<file path="src/rtl/frequency_detector.sv">
// Counts rising midline crossings (with hysteresis) of an 8-bit offset-binary stream
// over a fixed gate window; with a 32000-sample window the count is the frequency in Hz.
module frequency_detector #(
  parameter int GATE_CYCLES = 32000,
  parameter int MIDPOINT    = 128,
  parameter int HYST        = 8
) (
  input  logic        CLK_32KHz,
  input  logic        reset,
  input  logic [7:0]  inputSample,
  output logic [13:0] outputFrequency,
  output logic        frequencyValid,
  output logic        signalPresent
);

  // state      | meaning
  // ST_UNKNOWN | no decisive sample seen since reset
  // ST_LOW     | last decisive sample was at or below the low threshold
  // ST_HIGH    | last decisive sample was at or above the high threshold
  typedef enum logic [1:0] {ST_UNKNOWN, ST_LOW, ST_HIGH} cmp_state_t;

  localparam logic [8:0]  LO_TH     = 9'(MIDPOINT - HYST);
  localparam logic [8:0]  HI_TH     = 9'(MIDPOINT + HYST);
  localparam logic [15:0] GATE_LAST = 16'(GATE_CYCLES - 1);
  localparam logic [13:0] CNT_MAX   = 14'h3FFF;

  cmp_state_t  cmp_state, cmp_next;
  logic [8:0]  sample_ext;
  logic        crossing;
  logic [15:0] gate_cnt;
  logic [13:0] cross_cnt, cross_cnt_inc;
  logic        window_close;

  assign sample_ext = {1'b0, inputSample};

  always_comb begin
    cmp_next = cmp_state;
    crossing = 1'b0;
    case (cmp_state)
      ST_UNKNOWN: begin
        if (sample_ext <= LO_TH)      cmp_next = ST_LOW;
        else if (sample_ext >= HI_TH) cmp_next = ST_HIGH;
      end
      ST_LOW: begin
        if (sample_ext >= HI_TH) begin
          cmp_next = ST_HIGH;
          crossing = 1'b1;
        end
      end
      ST_HIGH: begin
        if (sample_ext <= LO_TH) cmp_next = ST_LOW;
      end
      default: cmp_next = ST_UNKNOWN;
    endcase
  end

  // Saturating increment so an overlong window reports full scale instead of wrapping.
  assign cross_cnt_inc = (crossing && cross_cnt != CNT_MAX) ? cross_cnt + 14'd1 : cross_cnt;
  assign window_close  = (gate_cnt == GATE_LAST);

  always_ff @(posedge CLK_32KHz) begin
    if (reset) begin
      cmp_state       <= ST_UNKNOWN;
      gate_cnt        <= '0;
      cross_cnt       <= '0;
      outputFrequency <= '0;
      frequencyValid  <= 1'b0;
      signalPresent   <= 1'b0;
    end else begin
      cmp_state <= cmp_next;
      if (window_close) begin
        gate_cnt        <= '0;
        cross_cnt       <= '0;
        outputFrequency <= cross_cnt_inc;
        frequencyValid  <= 1'b1;
        signalPresent   <= (cross_cnt_inc != 14'd0);
      end else begin
        gate_cnt       <= gate_cnt + 16'd1;
        cross_cnt      <= cross_cnt_inc;
        frequencyValid <= 1'b0;
      end
    end
  end

endmodule

</file>
<file path="config.mk">
export PLATFORM = sky130hd
export DESIGN_NAME = frequency_detector
export DESIGN_NICKNAME = d
export VERILOG_FILES = /design/src/rtl/frequency_detector.sv
export SDC_FILE = /design/constraint.sdc
export NUM_CORES = 1
export LEC_CHECK = 0
export ABC_AREA = 1
export ABC_CLOCK_PERIOD_IN_PS = 1700
export CORE_ASPECT_RATIO = 0.9
export CORE_MARGIN = 10
export CORE_UTILIZATION = 50
export CTS_BUF_LIST = sky130_fd_sc_hd__clkbuf_16
export CTS_CLUSTER_DIAMETER = 30
export DETAILED_ROUTE_END_ITERATION = 12
export PLACE_DENSITY = 0.71
export SLEW_MARGIN = 20
export SYNTH_ARGS = -nofsm -noshare
export SYNTH_HDL_FRONTEND = slang
export SYNTH_SLANG_ARGS = --single-unit
</file>
<file path="constraint.sdc">
create_clock -name CLK_32KHz -period 1.7 [get_ports CLK_32KHz]
set_input_delay 0.425 -clock CLK_32KHz [delete_from_list [all_inputs] [get_ports CLK_32KHz]]
set_output_delay 0.425 -clock CLK_32KHz [all_outputs]
set_load 0.1 [all_outputs]
</file>
==> summary.md, run 1 <==
| Metric | Value |
|---|---|
| PD cells | `647 mW/mm2` |
| Final WL | `5970 um` |
| Max VDD drop | `555 uV` |
| Most Frequent Cell on Critical Path | `nand2_1` |
| Avg Inst Size Synth | `6.74 um2` |
| P&R area growth vs syn | `47.7%` |
| Drt first pass iters | `5` |
| Sw Pwr | `0.482 mW` |
| Root buffer cell | `clkbuf_16` |
| CP endpoint | `signalPresent$_SDFFE_PP0P_` |
| Worst Tran Pin Value | `416 ps` |
| Logic pwr share | `6.2%` |
| Ports | `26` |
| First-pass GRT wire length | `9870 um` |
| Post-DR wirelength/cell | `12.5 um` |
| Placeable Area | `0.00446 mm2` |
| Yosys warns | `0` |
| Layout cells sized above 1 | `29.5%` |
| Initial Util | `51.9%` |
| Initial antenna violation count | `0` |
| GRT overflow | `0` |
| CTS tree | `done` |
| CP Max Fanout | `4` |
| Leak pwr | `1.49 nW` |
| Max-slew headroom | `72.0%` |
| Max stage delay cell, worst path | `dfxtp_2` |
| Yosys reg bits | `48` |
| Post-synthesis sequential area ratio | `41.5%` |
| Maxcap violations | `0` |
| Min-delay worst type | `flip-flop to flip-flop` |
| Worst slack, placed | `-469 ps` |
| Max H-tree Level | `2` |
| Die Footprint | `0.00776 mm2` |
| Critical path required time | `1870 ps` |
| ANT nets after route | `0` |
| Residual DRC count | `0` |
| Hold Vio Cnt, Final | `0` |
| Crit path launch type | `flip-flop` |
| Final estimated routing congestion in global placement | `0.875` |
| Critical path type | `flip-flop to flip-flop` |
| Synthesized area | `0.00232 mm2` |
| Top post-synthesis cells by count | `nand2_1 (105), nor2_1 (50), dfxtp_1 (48)` |
| Iteration-0 DRC count of the detailed router | `173` |
| Number of hold buffers added after cts | `0` |
| Dpl hpwl | `4190 um` |
| Final instance area | `0.00342 mm2` |
| Synth area leaders | `dfxtp_1 (41%), nand2_1 (17%), nor2_1 (8.1%)` |
| Via density | `5.06` |
| WP depth | `15` |
| CP endpoint kind | `flip-flop` |
| Final setup vio count | `1` |
| R2r endpoint | `signalPresent$_SDFFE_PP0P_` |
| Critical R2R Launch | `cross_cnt[0]$_SDFF_PP0_` |
| Number of synthesized flops with an enable pin | `0` |
| Largest net degree at the start of global routing | `23` |
| Crit share post-route | `105%` |
| Clock sinks | `48` |
| Number of diodes | `0` |
| Part of the power in registers | `51.8%` |
| Critical path startpoint | `cross_cnt[0]$_SDFF_PP0_` |
| Slowest Stage Delay on Critical Path | `350 ps` |
| Main synth FF type | `dfxtp_1` |
| Worst path cell trace | `ha_4, nand3_4, inv_4, nand2_4, nor2_4, nor2_4, buf_6, nand2_2, nand2_2, nor2_2, nand2_1, nor2_1, nand2_1, nand2_1, nand2_1` |
| RSZ-0062 raised after global routing | `true` |
| Switching fraction of total power | `21.8%` |
| Post-synthesis net count | `356` |
| WP data arrival | `1960 ps` |
| Post-Place Cell Area | `0.00304 mm2` |
| Number of cells on the worst reg-to-reg path | `15` |
| Port Buffers | `25` |
| Pint | `1.73 mW` |
| Status | `complete, but fails checks` |
| Die height | `84.6 um` |
| Row Count | `23` |
| Synth Instances | `344` |
| Power Total | `2.22 mW` |
| Die Wd | `91.8 um` |
| Final WS setup | `-92.5 ps` |
| Fraction of registers with async set/reset | `0%` |
| FF-to-FF setup slack | `-90 ps` |
| All-Layer GR Usage | `15.2%` |
| Clk_lat worst skew | `290 ps` |
| WP buf/inv | `2` |
| Violated checks | `negative setup slack` |
| Nets | `429` |
| Placed cell count | `462` |
| Clock share of power | `42.0%` |
| Clock skew | `5.41 ps` |
| Fmax achieved | `558 MHz` |
| Vias in the first global route | `2297` |
| Most common cell in the synthesized netlist | `nand2_1` |
| Worst-path clk slew | `60 ps` |
| Synth unique cells | `29` |
| Tmin final | `1790 ps` |
| Total CTS buffers | `5` |
| DR vias | `2426` |
| Number of non-filler instances in the completed layout | `479` |
| Kind of cell adding the most delay to the critical path | `simple AND/OR/NAND/NOR gates` |
| Top-area cell type share of the netlist area | `41.5%` |
| Clock buffer depth | `2` |
| Slew Viols, Final | `0` |
| Post-synth top area cell | `dfxtp_1` |
| Core Util, Final | `76.7%` |
cells by family after synthesis:
| group | after synthesis | share of synthesized area [%] |
|---|---|---|
| xor gates and xnor gates | 8 | 3.02 |
| adders and majority gates | 2 | 1.08 |
| buffers and inverters | 48 | 8.58 |
| and+or+nand+nor | 209 | 39.1 |
| AOI/OAI and AO/OA | 29 | 6.70 |
| DFF | 48 | 41.5 |
power groups by stage:
stage          combinational (mW)  sequential (mW)  clock (mW)
6_report                    0.137             1.15       0.932
3_3_place_gp                0.106             1.17           0
4_1_cts                     0.120             1.14       0.942
5_1_grt                     0.150             1.15       0.985
3_5_place_dp                0.109             1.17           0
2_1_floorplan              0.0620             1.17           0
through the flow:
stage / hold slack, ps / TNS [ps]
floorplan: 418 / 0
global placement: 430 / -6350
detailed placement: 442 / -7700
CTS: 454 / -74.6
global route: 461 / -316
finish: 443 / -92.5
sequential cells by signal, summed over array words and instances (netlist names):
register and flops:
outputFrequency 14, cmp_state 2, gate_cnt 16, frequencyValid 1
cross_cnt 14, signalPresent 1
how the worst min path moves through the flow:
stage                           startpoint                endpoint  slack (ps)  depth (start not counted)
floorplan           gate_cnt[0]$_SDFF_PP0_  gate_cnt[0]$_SDFF_PP0_         420                          1
finish              gate_cnt[0]$_SDFF_PP0_  gate_cnt[0]$_SDFF_PP0_         440                          1
global route        gate_cnt[0]$_SDFF_PP0_  gate_cnt[0]$_SDFF_PP0_         460                          1
detailed placement  gate_cnt[0]$_SDFF_PP0_  gate_cnt[0]$_SDFF_PP0_         440                          1
global placement    gate_cnt[0]$_SDFF_PP0_  gate_cnt[0]$_SDFF_PP0_         430                          1
CTS                 gate_cnt[0]$_SDFF_PP0_  gate_cnt[0]$_SDFF_PP0_         450                          1
layout by cell type (no fill, tap or decap), types with 6 or more instances in the layout:
master	Yosys	routed
a21oi_1	8	7
o21ai_0	17	17
nand4_1	6	6
buf_12	0	16
nand2_1	105	97
buf_4	0	42
nand2_2	11	15
nand3_1	18	17
nor2_1	50	41
dfxtp_1	48	42
inv_1	38	35
nor2_2	3	10
worst register-to-register path: cells and delay by family (launching register included):
family                     cells  cell delay [ps]
and+or+nand+nor               12              960
DFF                            1              350
buffers and inverters          2              210
adders and majority gates      1              150
final cells by class:
| class | count | area (um2) |
|---|---|---|
| Inverter | 42 | 163 |
| Clock buffer | 5 | 125 |
| Sequential cell | 48 | 971 |
| Tap cell | 62 | 77.6 |
| Timing Repair Buffer | 71 | 776 |
| Fill cell | 321 | 1040 |
| Multi-Input combinational cell | 249 | 1300 |
| Clock inverter | 2 | 12.5 |
routing by layer:
layer  vias to the layer above  global-route usage (%)  part of all wire [%]
li1                       1227                       -                     -
met1                      1089                    17.7                    42
met2                        83                    25.6                    47
met3                        27                    3.65                   6.7
met4                         0                    7.14                   3.8
met5                         -                       0                     0
repair_timing:
action,4_1_cts,5_1_grt
endpoints found under the setup margin,39,47
gates cloned,1,0
gates resized for setup,18,40
hold endpoints to repair,0,0
pin swaps,11,22
setup buffers,7,2
No activity file was read; power rests on OpenSTA's default activity.
==> run 2: changes to the inputs <==
==> constraint.sdc (replaced) <==
create_clock -name CLK_32KHz -period 1.7 [get_ports CLK_32KHz]
set_input_delay 0.255 -clock CLK_32KHz [delete_from_list [all_inputs] [get_ports CLK_32KHz]]
set_output_delay 0.255 -clock CLK_32KHz [all_outputs]
set_load 0.1 [all_outputs]
==> summary.md, run 2 (same netlist as run 1, synthesis figures left out) <==
| Metric | Value |
|---|---|
| P&R area growth vs syn | `49.4% (was 47.7%)` |
| Hold Vio Cnt, Final | `0 (unchanged)` |
| RSZ-0062 raised after global routing | `true (unchanged)` |
| Commonest non-fill, non-tap cell in the layout | `nand2_1 (unchanged)` |
| Clock sinks | `48 (unchanged)` |
| Routed met3 length | `375 um (was 399 um)` |
| Commonest non-fill, non-tap cells in the layout | `nand2_1 (92), dfxtp_1 (42), nor2_1 (41) (was nand2_1 (97), dfxtp_1 (42), buf_4 (42))` |
| Fmax achieved | `573 MHz (was 558 MHz)` |
| CTS tree | `done (unchanged)` |
| Crit path launch type | `flip-flop (unchanged)` |
| DR vias | `2377 (was 2426)` |
| Power Total | `2.57 mW (was 2.22 mW)` |
| Fillers | `316 (was 321)` |
| Ports | `26 (unchanged)` |
| Leak pwr | `1.50 nW (was 1.49 nW)` |
| Max Used Layer | `met4 (unchanged)` |
| Violated checks | `negative setup slack (unchanged)` |
| Number of diodes | `0 (unchanged)` |
| Max VDD drop | `683 uV (was 555 uV)` |
| Maxcap violations | `0 (unchanged)` |
| Tmin final | `1740 ps (was 1790 ps)` |
| Logic pwr share | `5.2% (was 6.2%)` |
| Clk_lat worst skew | `290 ps (about the same)` |
| Met2 wire length | `3130 um (was 2810 um)` |
| Clock skew | `4.04 ps (was 5.41 ps)` |
| ANT nets after route | `0 (unchanged)` |
| Final estimated routing congestion in global placement | `0.870 (was 0.875)` |
| Vias in the first global route | `2290 (was 2297)` |
| Number of non-filler instances in the completed layout | `475 (was 479)` |
| Initial Util | `51.9% (unchanged)` |
| Number of hold buffers added after cts | `0 (unchanged)` |
| All-Layer GR Usage | `15.5% (was 15.2%)` |
| Via density | `5.00 (was 5.06)` |
| Clock buffer depth | `2 (unchanged)` |
| Die height | `84.6 um (unchanged)` |
| Max-slew headroom | `76.3% (was 72.0%)` |
| Pint | `2.05 mW (was 1.73 mW)` |
| Post-Place Cell Area | `0.00305 mm2 (was 0.00304 mm2)` |
| Total CTS buffers | `5 (unchanged)` |
| Max reg flops | `16 (unchanged)` |
| Critical path required time | `1890 ps (was 1870 ps)` |
| Iteration-0 DRC count of the detailed router | `118 (was 173)` |
| CP endpoint kind | `flip-flop (unchanged)` |
| First-pass GRT wire length | `10100 um (was 9870 um)` |
| Drt first pass iters | `5 (unchanged)` |
| Core Util, Final | `77.6% (was 76.7%)` |
| Crit share post-route | `103% (was 105%)` |
| Die Footprint | `0.00776 mm2 (unchanged)` |
| Dpl hpwl | `4280 um (was 4190 um)` |
| Biggest regs | `gate_cnt x16, cross_cnt x14, outputFrequency x14 (unchanged)` |
| Nets | `424 (was 429)` |
| Max H-tree Level | `2 (unchanged)` |
| Biggest register | `gate_cnt (unchanged)` |
| Cell count of the worst hold path | `1 (unchanged)` |
| Sw Pwr | `0.522 mW (was 0.482 mW)` |
| WP data arrival | `1940 ps (was 1960 ps)` |
| Residual DRC count | `0 (unchanged)` |
| Root buffer cell | `clkbuf_16 (unchanged)` |
| Critical path type | `flip-flop to flip-flop (unchanged)` |
| Post-DR wirelength/cell | `13.3 um (was 12.5 um)` |
| Min-delay worst type | `flip-flop to flip-flop (unchanged)` |
| Initial antenna violation count | `0 (unchanged)` |
| Number of cells on the worst reg-to-reg path | `12 (was 15)` |
| Placed cell count | `463 (was 462)` |
| Status | `complete, but fails checks (unchanged)` |
| Clock share of power | `50.2% (was 42.0%)` |
| CP Max Fanout | `4 (unchanged)` |
| Layout cells sized above 1 | `30.0% (was 29.5%)` |
| Switching fraction of total power | `20.3% (was 21.8%)` |
| Largest net degree at the start of global routing | `19 (was 23)` |
| Slew Viols, Final | `0 (unchanged)` |
| Final WS setup | `-44.2 ps (was -92.5 ps)` |
| GRT overflow | `0 (unchanged)` |
| PD cells | `742 mW/mm2 (was 647 mW/mm2)` |
| Final setup vio count | `1 (unchanged)` |
| Row Count | `23 (unchanged)` |
| Part of the power in registers | `44.7% (was 51.8%)` |
| Port Buffers | `25 (unchanged)` |
| Placeable Area | `0.00446 mm2 (unchanged)` |
| Worst-path clk slew | `70 ps (was 60 ps)` |
| Die Wd | `91.8 um (unchanged)` |
| Worst Tran Pin Value | `352 ps (was 416 ps)` |
| Wl on met1 | `2730 um (was 2530 um)` |
| Final instance area | `0.00346 mm2 (was 0.00342 mm2)` |
| Final WL | `6340 um (was 5970 um)` |
[run 2: what timing repair did]
action	CTS	global route
buffers inserted	2	2
pin swaps	10	18
resized for setup	17	40
setup endpoints to repair	20	45
[run 2: final timing paths]
| path | start | endpoint | slack (ps) |
|---|---|---|---|
| hold reg to reg | gate_cnt[0]$_SDFF_PP0_ | gate_cnt[0]$_SDFF_PP0_ | 460 |
| setup / recovery | cross_cnt[4]$_SDFF_PP0_ | signalPresent$_SDFFE_PP0P_ | -40 |
| setup reg to reg | cross_cnt[4]$_SDFF_PP0_ | signalPresent$_SDFFE_PP0P_ | -40 |
| hold / removal | gate_cnt[0]$_SDFF_PP0_ | gate_cnt[0]$_SDFF_PP0_ | 460 |
[run 2: area by class of cell]
type | instances | area [um2] | area share, %
tap | 62 | 77.6 | 2.24
multi-input combinational | 248 | 1320 | 38.0
timing repair buffer | 67 | 741 | 21.4
clock inverter | 3 | 68.8 | 1.99
sequential | 48 | 968 | 28.0
clock buffer | 5 | 125 | 3.62
inverter | 42 | 165 | 4.77
[run 2: power groups by stage]
stage | clock network, mW | registers, mW | logic (mW)
after global routing | 1.35 | 1.15 | 0.145
final | 1.29 | 1.15 | 0.132
after detailed placement | 0 | 1.17 | 0.111
after global placement | 0 | 1.17 | 0.108
after CTS | 1.29 | 1.14 | 0.119
after floorplan | 0 | 1.17 | 0.0620
[run 2: stage by stage]
step / TNS (ps) / worst slack [ps] / hold slack, ps
2_1_floorplan: 0 / 9.16 / 324
3_3_place_gp: -1500 / -219 / 430
3_5_place_dp: -2590 / -277 / 443
4_1_cts: -47.2 / -30.5 / 461
5_1_grt: -279 / -141 / 492
6_report: -44.2 / -44.2 / 463
[run 2: critical path, cell delays in order (launching register included)]
cell and delay, ps:
dfxtp_1 340, buf_4 130, nand2_1 150, nor2_2 180, nand2_1 80, nor3_2 160
nand3_1 150, nand2_2 110, nand2_2 60, nor2_1 110, nand2_1 70, nand2_1 60
nand2_1 40
[run 2: routing by layer]
metal / global-route usage, % / up-vias
li1: - / 1206
met1: 18.3 / 1097
met2: 27.2 / 63
met3: 3.65 / 11
met4: 4.62 / 0
met5: 0 / -
